## config.mk

```make
export PLATFORM = sky130hd
export DESIGN_NAME = regfile_2r1w_param
export DESIGN_NICKNAME = d
export VERILOG_FILES = /design/src/rtl/regfile_2r1w_param.sv
export SDC_FILE = /design/constraint.sdc
export NUM_CORES = 1
export LEC_CHECK = 0
export CAP_MARGIN = 20
export CELL_PAD_IN_SITES_DETAIL_PLACEMENT = 1
export CELL_PAD_IN_SITES_GLOBAL_PLACEMENT = 2
export CORE_MARGIN = 5
export CORE_UTILIZATION = 37
export CTS_CLUSTER_SIZE = 28
export DETAILED_ROUTE_END_ITERATION = 8
export PLACE_DENSITY = 0.71
export SYNTH_ARGS = -nofsm -noshare
export SYNTH_HDL_FRONTEND = slang
export SYNTH_SLANG_ARGS = --single-unit
```

## constraint.sdc

```tcl
create_clock -name clk_i -period 8.31 [get_ports clk_i]
set_clock_uncertainty 0.15 [all_clocks]
set_input_delay 1.2465 -clock clk_i [delete_from_list [all_inputs] [get_ports clk_i]]
set_output_delay 1.2465 -clock clk_i [all_outputs]
set_load 0.005 [all_outputs]
```

## src/rtl/regfile_2r1w_param.sv

```systemverilog
// Parametrised 2-read/1-write register file with registered reads, optional
// write bypass, optional hardwired-zero entry 0, post-reset clear sequencer and debug probe.
module regfile_2r1w_param #(
  parameter int WIDTH    = 32,
  parameter int ADDR_W   = 4,
  parameter int BYPASS   = 1,
  parameter int ZERO_REG = 0
) (
  input  logic              clk_i,
  input  logic              rst_i,
  input  logic [ADDR_W-1:0] dir_a_i,
  input  logic [ADDR_W-1:0] dir_b_i,
  input  logic              re_a_n_i,
  input  logic              re_b_n_i,
  input  logic [ADDR_W-1:0] dir_wr_i,
  input  logic [WIDTH-1:0]  di_i,
  input  logic              we_n_i,
  input  logic [ADDR_W-1:0] probe_sel_i,
  output logic [WIDTH-1:0]  data_a_o,
  output logic [WIDTH-1:0]  data_b_o,
  output logic [WIDTH-1:0]  probe_o,
  output logic              busy_o
);

  localparam int DEPTH = 2 ** ADDR_W;
  localparam logic [ADDR_W:0] LAST = (ADDR_W + 1)'(DEPTH - 1);

  typedef enum logic {S_CLEAR, S_READY} state_t;

  state_t             state_q, state_d;
  logic [ADDR_W:0]    cnt_q, cnt_d;
  logic               busy_q, busy_d;
  logic [WIDTH-1:0]   data_a_q, data_a_d;
  logic [WIDTH-1:0]   data_b_q, data_b_d;
  logic [WIDTH-1:0]   probe_q, probe_d;
  logic [WIDTH-1:0]   mem_q [DEPTH];

  logic               wr_ok;
  logic               mem_we;
  logic [ADDR_W-1:0]  mem_waddr;
  logic [WIDTH-1:0]   mem_wdata;

  // Read-port priority: disabled, hardwired zero, bypass, stored value.
  function automatic logic [WIDTH-1:0] read_word(
    input logic              re_n,
    input logic [ADDR_W-1:0] addr,
    input logic [WIDTH-1:0]  stored,
    input logic              wok,
    input logic [ADDR_W-1:0] waddr,
    input logic [WIDTH-1:0]  wdata
  );
    if (re_n)
      return '1;
    else if ((ZERO_REG != 0) && (addr == '0))
      return '0;
    else if ((BYPASS != 0) && wok && (waddr == addr))
      return wdata;
    else
      return stored;
  endfunction

  assign wr_ok = !we_n_i && !((ZERO_REG != 0) && (dir_wr_i == '0));

  always_comb begin
    state_d   = state_q;
    cnt_d     = cnt_q;
    busy_d    = busy_q;
    data_a_d  = '1;
    data_b_d  = '1;
    probe_d   = '1;
    mem_we    = 1'b0;
    mem_waddr = dir_wr_i;
    mem_wdata = di_i;
    if (state_q == S_CLEAR) begin
      mem_we    = 1'b1;
      mem_waddr = cnt_q[ADDR_W-1:0];
      mem_wdata = '0;
      cnt_d     = cnt_q + 1'b1;
      if (cnt_q == LAST) begin
        state_d = S_READY;
        busy_d  = 1'b0;
      end
    end else begin
      mem_we   = wr_ok;
      data_a_d = read_word(re_a_n_i, dir_a_i, mem_q[dir_a_i], wr_ok, dir_wr_i, di_i);
      data_b_d = read_word(re_b_n_i, dir_b_i, mem_q[dir_b_i], wr_ok, dir_wr_i, di_i);
      if ((ZERO_REG != 0) && (probe_sel_i == '0))
        probe_d = '0;
      else
        probe_d = mem_q[probe_sel_i];
    end
  end

  always_ff @(posedge clk_i) begin
    if (rst_i) begin
      state_q  <= S_CLEAR;
      cnt_q    <= '0;
      busy_q   <= 1'b1;
      data_a_q <= '0;
      data_b_q <= '0;
      probe_q  <= '0;
    end else begin
      state_q  <= state_d;
      cnt_q    <= cnt_d;
      busy_q   <= busy_d;
      data_a_q <= data_a_d;
      data_b_q <= data_b_d;
      probe_q  <= probe_d;
    end
  end

  // Storage is left untouched while reset is held; the clear sequence zeroes it.
  always_ff @(posedge clk_i) begin
    if (!rst_i && mem_we)
      mem_q[mem_waddr] <= mem_wdata;
  end

  assign data_a_o = data_a_q;
  assign data_b_o = data_b_q;
  assign probe_o  = probe_q;
  assign busy_o   = busy_q;

endmodule

```

==> implementation parameters, run 1 <==
Parameter                              Value

Cells and area
  Reg area    0.01744 mm^2
  Area growth from synthesis to layout    15.57%
  Share of layout cells above drive strength 1    0.2831
  Net count reported at finish    2126
  Number of fillers in the final layout    8386
  Area taken by multi-input logic gates    0.01338 mm^2

Synth
  Post-synthesis adder-cell area fraction    0.0007884
  Number of nets in the synthesized netlist    2044
  Number of register bits inferred by synthesis    615
  Avg Synthesized Cell Area    15.96 um^2
  Leading cell types by total area after synthesis    edfxtp_1, mux4_2, dfxtp_1
  Number of cells produced by synthesis    1989
  Compound-Gate Fraction of Synth Area    0.05822
  Count of cell types in the netlist    48
  Largest family of logic cells by synthesized area    multiplexers
  Top cells by count, synth    edfxtp_1, mux4_2, nand2_1, mux2i_1, dfxtp_1
  Portion of netlist area occupied by mux cells    0.2953
  Warning count from the yosys run    0
  Cell area after synthesis    0.03174 mm^2
  Portion of synthesized cell area occupied by the leading cell type    0.4844
  Primary flip-flop cell chosen by synthesis mapping    edfxtp_1
  Async set-or-reset flop fraction in the synthesized netlist    0
  Number of synthesized flops with an enable pin    512
  Synth area leader    edfxtp_1
  Count leader, synth    edfxtp_1
  XOR/XNOR Fraction of Synth Area    0.003035
  Post-synthesis simple-gate area fraction    0.05865
  Sequential cell area fraction in the yosys report    0.5493

Die
  Overall die height    302.9 um
  Cell Rows    107
  Initial standard-cell utilization of the core    0.3728
  Boundary Pins    150
  Die Width    302.9 um
  Die Area    0.09175 mm^2
  Core area    0.08515 mm^2

Timing
  Least-Margin Pin Slew    1.069 ns
  Unrepaired setup endpoints after global routing    false
  Fmax    250.3 MHz
  Time the worst path needs with I/O delays and setup    3.996 ns
  Part of the cycle the worst path needs    0.4808
  Final TNS setup    0 ns
  Final Hold Violating Endpoints    0
  Worst-case setup margin in the final layout    4.314 ns
  Worst hold margin    0.3458 ns
  Total of endpoints with negative setup slack in the final report    0
  Slew Viols, Final    0
  Slew HR    0.2875

Setup path
  Worst Path Class, Setup    input pin to flop
  Worst EP arrival    4.28 ns
  Critical path data required time    8.59 ns
  Category of the worst setup path capture point    flop
  Crit Path Max Fanout    33
  Worst setup SP type    input pin

Global routing
  Vias in the first global route    22130
  Total track usage    0.2475
  Global-route wire length before repair    162200 um
  Antenna violations before repair    2
  Remaining Overflow, GRT    0
  Pin count of the biggest net entering global routing    118

Power and ir drop
  Worst vdd ir    0.1308 mV
  Static Leak    12.44 nW
  Sequential cell fraction of total power    0.450
  Clock group share of total power    0.451
  Sw Pwr    0.001764 W
  Switching share of power    0.2338
  Share of power burned in combinational logic    0.099
  Total power divided by cell area    205.7 mW/mm^2
  Internal Dissipation    0.005781 W

Clock network
  CTS Root Cell    clkbuf_16
  Worst-case clock buffer depth    3
  Sink count of the clock tree    615
  Buffer count from post-CTS setup fixing    0
  Clock latency reported for the late side of the worst-skew pair    0.61 ns
  Quantity of gates resized following cts    0
  Clock edge transition at the registers on the reported setup and hold paths    0.06 ns
  Level count of the clock H-tree    3
  Number of buffers added by the clock tree synthesis step    74
  Number of buffers inserted by hold repair at cts    0
  TritonCTS clock tree    done

Drt
  Vias per Instance    6.460
  Number of vias after detailed routing    21160
  Average wire length per cell after detail routing    35.13 um
  Detailed-routing wirelength on met1    46250 um
  Detailed-route DRC error count    0
  Count of nets left with antenna violations after detail routing    0
  Met2 routed wirelength    54790 um
  Highest metal used    met4
  Detailed router's first-iteration violation count    2300
  Detailed Route WL    115000 um
  Detail Route met3 WL    9863 um
  First-pass DRT Iterations    5

Placed design
  Number of buffers added on ports    149
  Gp weighted congestion    0.8043
  Worst Setup Slack post-DPL    3.808 ns
  Detailed-placement wirelength estimate    61120 um

Flow run
  Max-Cap Viols    0

Min path
  Worst min path class    flop to flop

Run status
  Status    completed
-- per-layer routing --
metal  track usage  vias to the layer above
met4       0.08504                        0
met5             0                        -
met2        0.4007                     1134
li1              -                     8385
met3       0.05267                      244
met1        0.3339                    11400
-- registers in the layout (all words and copies together), names as in the netlist --
register,cells
mem_q,512
busy_o,1
cnt_q,5
data_b_o,32
data_a_o,32
probe_o,32
state_q,1
-- stage by stage --
step	instances	total power, W	utilization	instance area [um^2]
2_1_floorplan	1989	0.003915	-	31740
3_3_place_gp	3139	0.004194	0.4012	34160
3_5_place_dp	3139	0.004200	0.4012	34160
4_1_cts	3274	0.007598	0.4308	36680
5_1_grt	3275	0.007773	0.4308	36690
6_report	3275	0.007546	0.4308	36690
-- cells in the final DEF, fill, tap and decap left out, drive strengths merged, types with 2 or more instances in the layout --
master and count:
a311oi 64, o21ai 12, o22ai 32, bufinv 12, ha 2, clkdlybuf4s50 137
mux4 319, clkinv 22, nand2b 4, nor2 63, inv 9, xnor2 9
nand2 174, edfxtp 512, buf 58, clkinvlp 2, clkbuf 99, dfxtp 103
nor4 64, nand3 55, nor2b 5, a21o 52, xor2 2, o21ba 2
a21oi 2, mux2 77, mux2i 132, a2bb2oi 51, a221oi 12, and2 32
-- worst paths after layout --
path	from	to	slack (ns)	cells after the start
setup reg to reg	state_q$_SDFF_PP0_	mem_q[4][20]$_DFFE_PP_	4.61	6
hold reg to reg	busy_o$_SDFFE_PP1P_	busy_o$_SDFFE_PP1P_	0.35	1
setup / recovery	dir_a_i[2]	data_a_o[20]$_SDFF_PP0_	4.31	7
hold / removal	busy_o$_SDFFE_PP1P_	busy_o$_SDFFE_PP1P_	0.35	1
-- cell families after synthesis --
kind of cell | Yosys count
buffers and inverters | 198
XOR/XNOR | 11
multiplexers | 528
flip-flops | 615
AO/OA/AOI/OAI | 233
AND/OR/NAND/NOR | 402
adder cells (fa/ha/maj) | 2
-- power by group through the flow --
stage	Clock [W]	Combinational, W	Sequential [W]
finish	0.00340	0.000746	0.00340
global route	0.00360	0.000776	0.00340
CTS	0.00346	0.000743	0.00340
detailed placement	0	0.000740	0.00346
global placement	0	0.000734	0.00346
floorplan	0	0.000470	0.00345
-- cell type report --
| type | count | area share |
|---|---|---|
| clock inverters | 39 | 0.01357 |
| well taps | 1144 | 0.03902 |
| flip-flops and latches | 615 | 0.4753 |
| multi-input cells | 1176 | 0.3647 |
| clock buffers | 96 | 0.05522 |
| inverters | 6 | 0.0006139 |
| repair buffers | 198 | 0.05143 |
| diodes | 1 | 0.00006821 |
-- worst max-delay path, cell delays in order --
cell and delay (ns):
buf_2 0.65, xnor2_1 0.16, nand3_2 0.09, buf_4 0.62, o21ba_2 0.77, buf_4 0.50, a311oi_1 0.19
Note: power is estimated with default switching activity, not from simulation.
==> run 2, diff against run 1 <==
--- a/config.mk
+++ b/config.mk
@@ -12,7 +12,7 @@
 export CORE_UTILIZATION = 37
 export CTS_CLUSTER_SIZE = 28
 export DETAILED_ROUTE_END_ITERATION = 8
-export PLACE_DENSITY = 0.71
+export PLACE_DENSITY = 0.74
 export SYNTH_ARGS = -nofsm -noshare
 export SYNTH_HDL_FRONTEND = slang
 export SYNTH_SLANG_ARGS = --single-unit
==> constraint.sdc (replaced) <==
create_clock -name clk_i -period 3.5 [get_ports clk_i]
set_clock_uncertainty 0.15 [all_clocks]
set_input_delay 0.525 -clock clk_i [delete_from_list [all_inputs] [get_ports clk_i]]
set_output_delay 0.525 -clock clk_i [all_outputs]
set_load 0.005 [all_outputs]
==> implementation parameters, run 2 (synthesis gave the netlist of run 1 again) <==
Parameter                              Value

Run status
  Status    completed

Timing
  Total of endpoints with negative setup slack in the final report    0 (unchanged)
  Slew HR    0.3278 (+0.04026)
  Fmax    381.1 MHz
  Part of the cycle the worst path needs    0.7497
  Final Hold Violating Endpoints    0 (unchanged)
  Slew Viols, Final    0 (unchanged)
  Least-Margin Pin Slew    1.006 ns (-0.06277 ns)
  Final TNS setup    0 ns (unchanged)
  Time the worst path needs with I/O delays and setup    2.624 ns
  Unrepaired setup endpoints after global routing    false

Cells and area
  Area of all placed cells without fillers    0.03748 mm^2 (+2.2%)
  Area taken by multi-input logic gates    0.01337 mm^2 (about the same)
  Share of layout cells above drive strength 1    0.3059 (+0.02277)
  Net count reported at finish    2193 (+3.2%)
  Commonest non-fill, non-tap cells in the layout    edfxtp_1, mux4_2, nand2_1
  Number of flip-flops in the largest register    512 (unchanged)
  Largest reg by FF count    mem_q
  Reg area    0.01744 mm^2 (unchanged)
  # diodes    0 (-1)
  Area growth from synthesis to layout    18.09%
  Number of fillers in the final layout    8299 (-1.0%)
  Most common library cell in the layout ignoring fill and taps    edfxtp_1

Die
  Core area    0.08515 mm^2 (unchanged)
  Die Area    0.09175 mm^2 (unchanged)
  Overall die height    302.9 um (unchanged)
  Cell Rows    107 (unchanged)
  Boundary Pins    150 (unchanged)
  Die Width    302.9 um (unchanged)
  Initial standard-cell utilization of the core    0.3728 (unchanged)

Global routing
  Remaining Overflow, GRT    0 (unchanged)
  Pin count of the biggest net entering global routing    65 (-45%)
  Global-route wire length before repair    165100 um (+1.8%)
  Vias in the first global route    22710 (+2.6%)
  Total track usage    0.2483 (+0.0008349)
  Antenna violations before repair    1 (-1)

Power and ir drop
  Share of power burned in combinational logic    0.107 (+0.008)
  Clock group share of total power    0.435 (-0.016)
  Total power divided by cell area    468.7 mW/mm^2 (+130%)
  Internal Dissipation    0.01338 W (+130%)
  Switching share of power    0.2385 (+0.004631)
  Sw Pwr    0.004189 W (+140%)
  Worst vdd ir    0.3597 mV (+180%)
  Sequential cell fraction of total power    0.459 (+0.009)
  Static Leak    12.85 nW (+3.2%)

Setup path
  Category of the worst setup path capture point    flop
  Number of cells on the worst reg-to-reg path    5 (-1)
  Max incr delay on CP    0.73 ns (-0.04 ns)
  Slowest library cell on the worst path    dfxtp_2
  Worst EP arrival    2.73 ns (-1.55 ns)
  Delay-heaviest family, CP    flip-flops
  Worst Path Class, Setup    flop to flop
  Worst setup SP type    flop
  Slack of the worst reg-to-reg path    0.88 ns (-3.73 ns)
  Endpoint of the worst-slack reg-to-reg timing path    mem_q[2][8]$_DFFE_PP_
  Buf/Inv on CP    1 (-2)
  Stages on worst setup path    5 (-2)
  Crit Path Max Fanout    24 (-27%)
  Cell-by-cell listing of the critical path    mux2i_1 -> nor2b_1 -> nand2_1 -> nor2_4 -> buf_4
  Critical path data required time    3.61 ns (-4.98 ns)
  Worst reg2reg path startpoint    state_q$_SDFF_PP0_

Drt
  Vias per Instance    6.432 (-0.45%)
  Number of vias after detailed routing    21490 (+1.6%)
  Detailed router's first-iteration violation count    2426 (+5.5%)
  Detailed Route WL    114900 um (-0.14%)
  Detailed-route DRC error count    0 (unchanged)
  Average wire length per cell after detail routing    34.39 um (-2.1%)
  First-pass DRT Iterations    5 (unchanged)
  Count of nets left with antenna violations after detail routing    0 (unchanged)

Flow run
  Max-Cap Viols    0 (unchanged)

Min path
  Hold Path Origin    rst_i
  Depth of the worst hold-timing path    2 (+1)
  Worst min path class    input pin to flop
  WHS Endpoint    probe_o[11]$_SDFF_PP0_

Clock network
  Worst-case clock buffer depth    3 (unchanged)
  CTS Root Cell    clkbuf_16
  Sink count of the clock tree    615 (unchanged)
  Quantity of gates resized following cts    0 (unchanged)
  Level count of the clock H-tree    3 (unchanged)
  Clock edge transition at the registers on the reported setup and hold paths    0.06 ns (about the same)
  Number of buffers inserted by hold repair at cts    0 (unchanged)
  Clock latency reported for the late side of the worst-skew pair    0.62 ns (about the same)
  TritonCTS clock tree    done
  Number of buffers added by the clock tree synthesis step    72 (-2.7%)
  Buffer count from post-CTS setup fixing    0 (unchanged)

Placed design
  Number of buffers added on ports    149 (unchanged)
  Gp weighted congestion    0.8209 (+2.1%)
  Standard cell area after detailed placement    0.03510 mm^2 (+2.7%)
  Detailed-placement wirelength estimate    71080 um (+16%)
## run 2: routing by layer
metal  vias up  global-route usage  part of all wire
met5         -                   0                 0
met4         0             0.07397             0.032
met3       214             0.04558             0.083
met2      1155              0.4174              0.49
met1     11580              0.3313              0.40
li1       8544                   -                 -
## run 2: stage by stage
step | std cells | utilization | setup slack [ns] | power [W] | hold slack (ns)
6_report | 3341 | 0.4402 | 0.8762 | 0.01757 | 0.1908
2_1_floorplan | 1989 | - | 0.4116 | 0.009296 | 0.3011
3_3_place_gp | 3208 | 0.4122 | 0.4366 | 0.01004 | 0.3140
4_1_cts | 3341 | 0.4402 | 0.8744 | 0.01769 | 0.1630
3_5_place_dp | 3208 | 0.4122 | 0.4879 | 0.01007 | 0.3089
5_1_grt | 3341 | 0.4402 | 0.7607 | 0.01811 | 0.1718
## run 2: power by group through the flow
stage	clock network, W	registers (W)	logic, W
2_1_floorplan	0	0.00818	0.00112
3_3_place_gp	0	0.00821	0.00184
3_5_place_dp	0	0.00821	0.00186
4_1_cts	0.00777	0.00806	0.00187
5_1_grt	0.00809	0.00807	0.00195
6_report	0.00763	0.00806	0.00187
## run 2: area by class of cell
class / count / area share
sequential: 615 / 0.4652
multi-input combinational: 1176 / 0.3567
timing repair buffer: 267 / 0.07567
clock buffer: 98 / 0.05454
tap: 1144 / 0.03819
clock inverter: 35 / 0.009113
inverter: 6 / 0.0006008
## run 2: worst max path at each step
stage | end | start
after floorplan | mem_q[14][0]$_DFFE_PP_ | state_q$_SDFF_PP0_
after global placement | data_b_o[13]$_SDFF_PP0_ | dir_wr_i[0]
after detailed placement | data_b_o[13]$_SDFF_PP0_ | dir_wr_i[1]
after CTS | mem_q[2][1]$_DFFE_PP_ | state_q$_SDFF_PP0_
after global routing | mem_q[2][2]$_DFFE_PP_ | state_q$_SDFF_PP0_
final | mem_q[2][8]$_DFFE_PP_ | state_q$_SDFF_PP0_
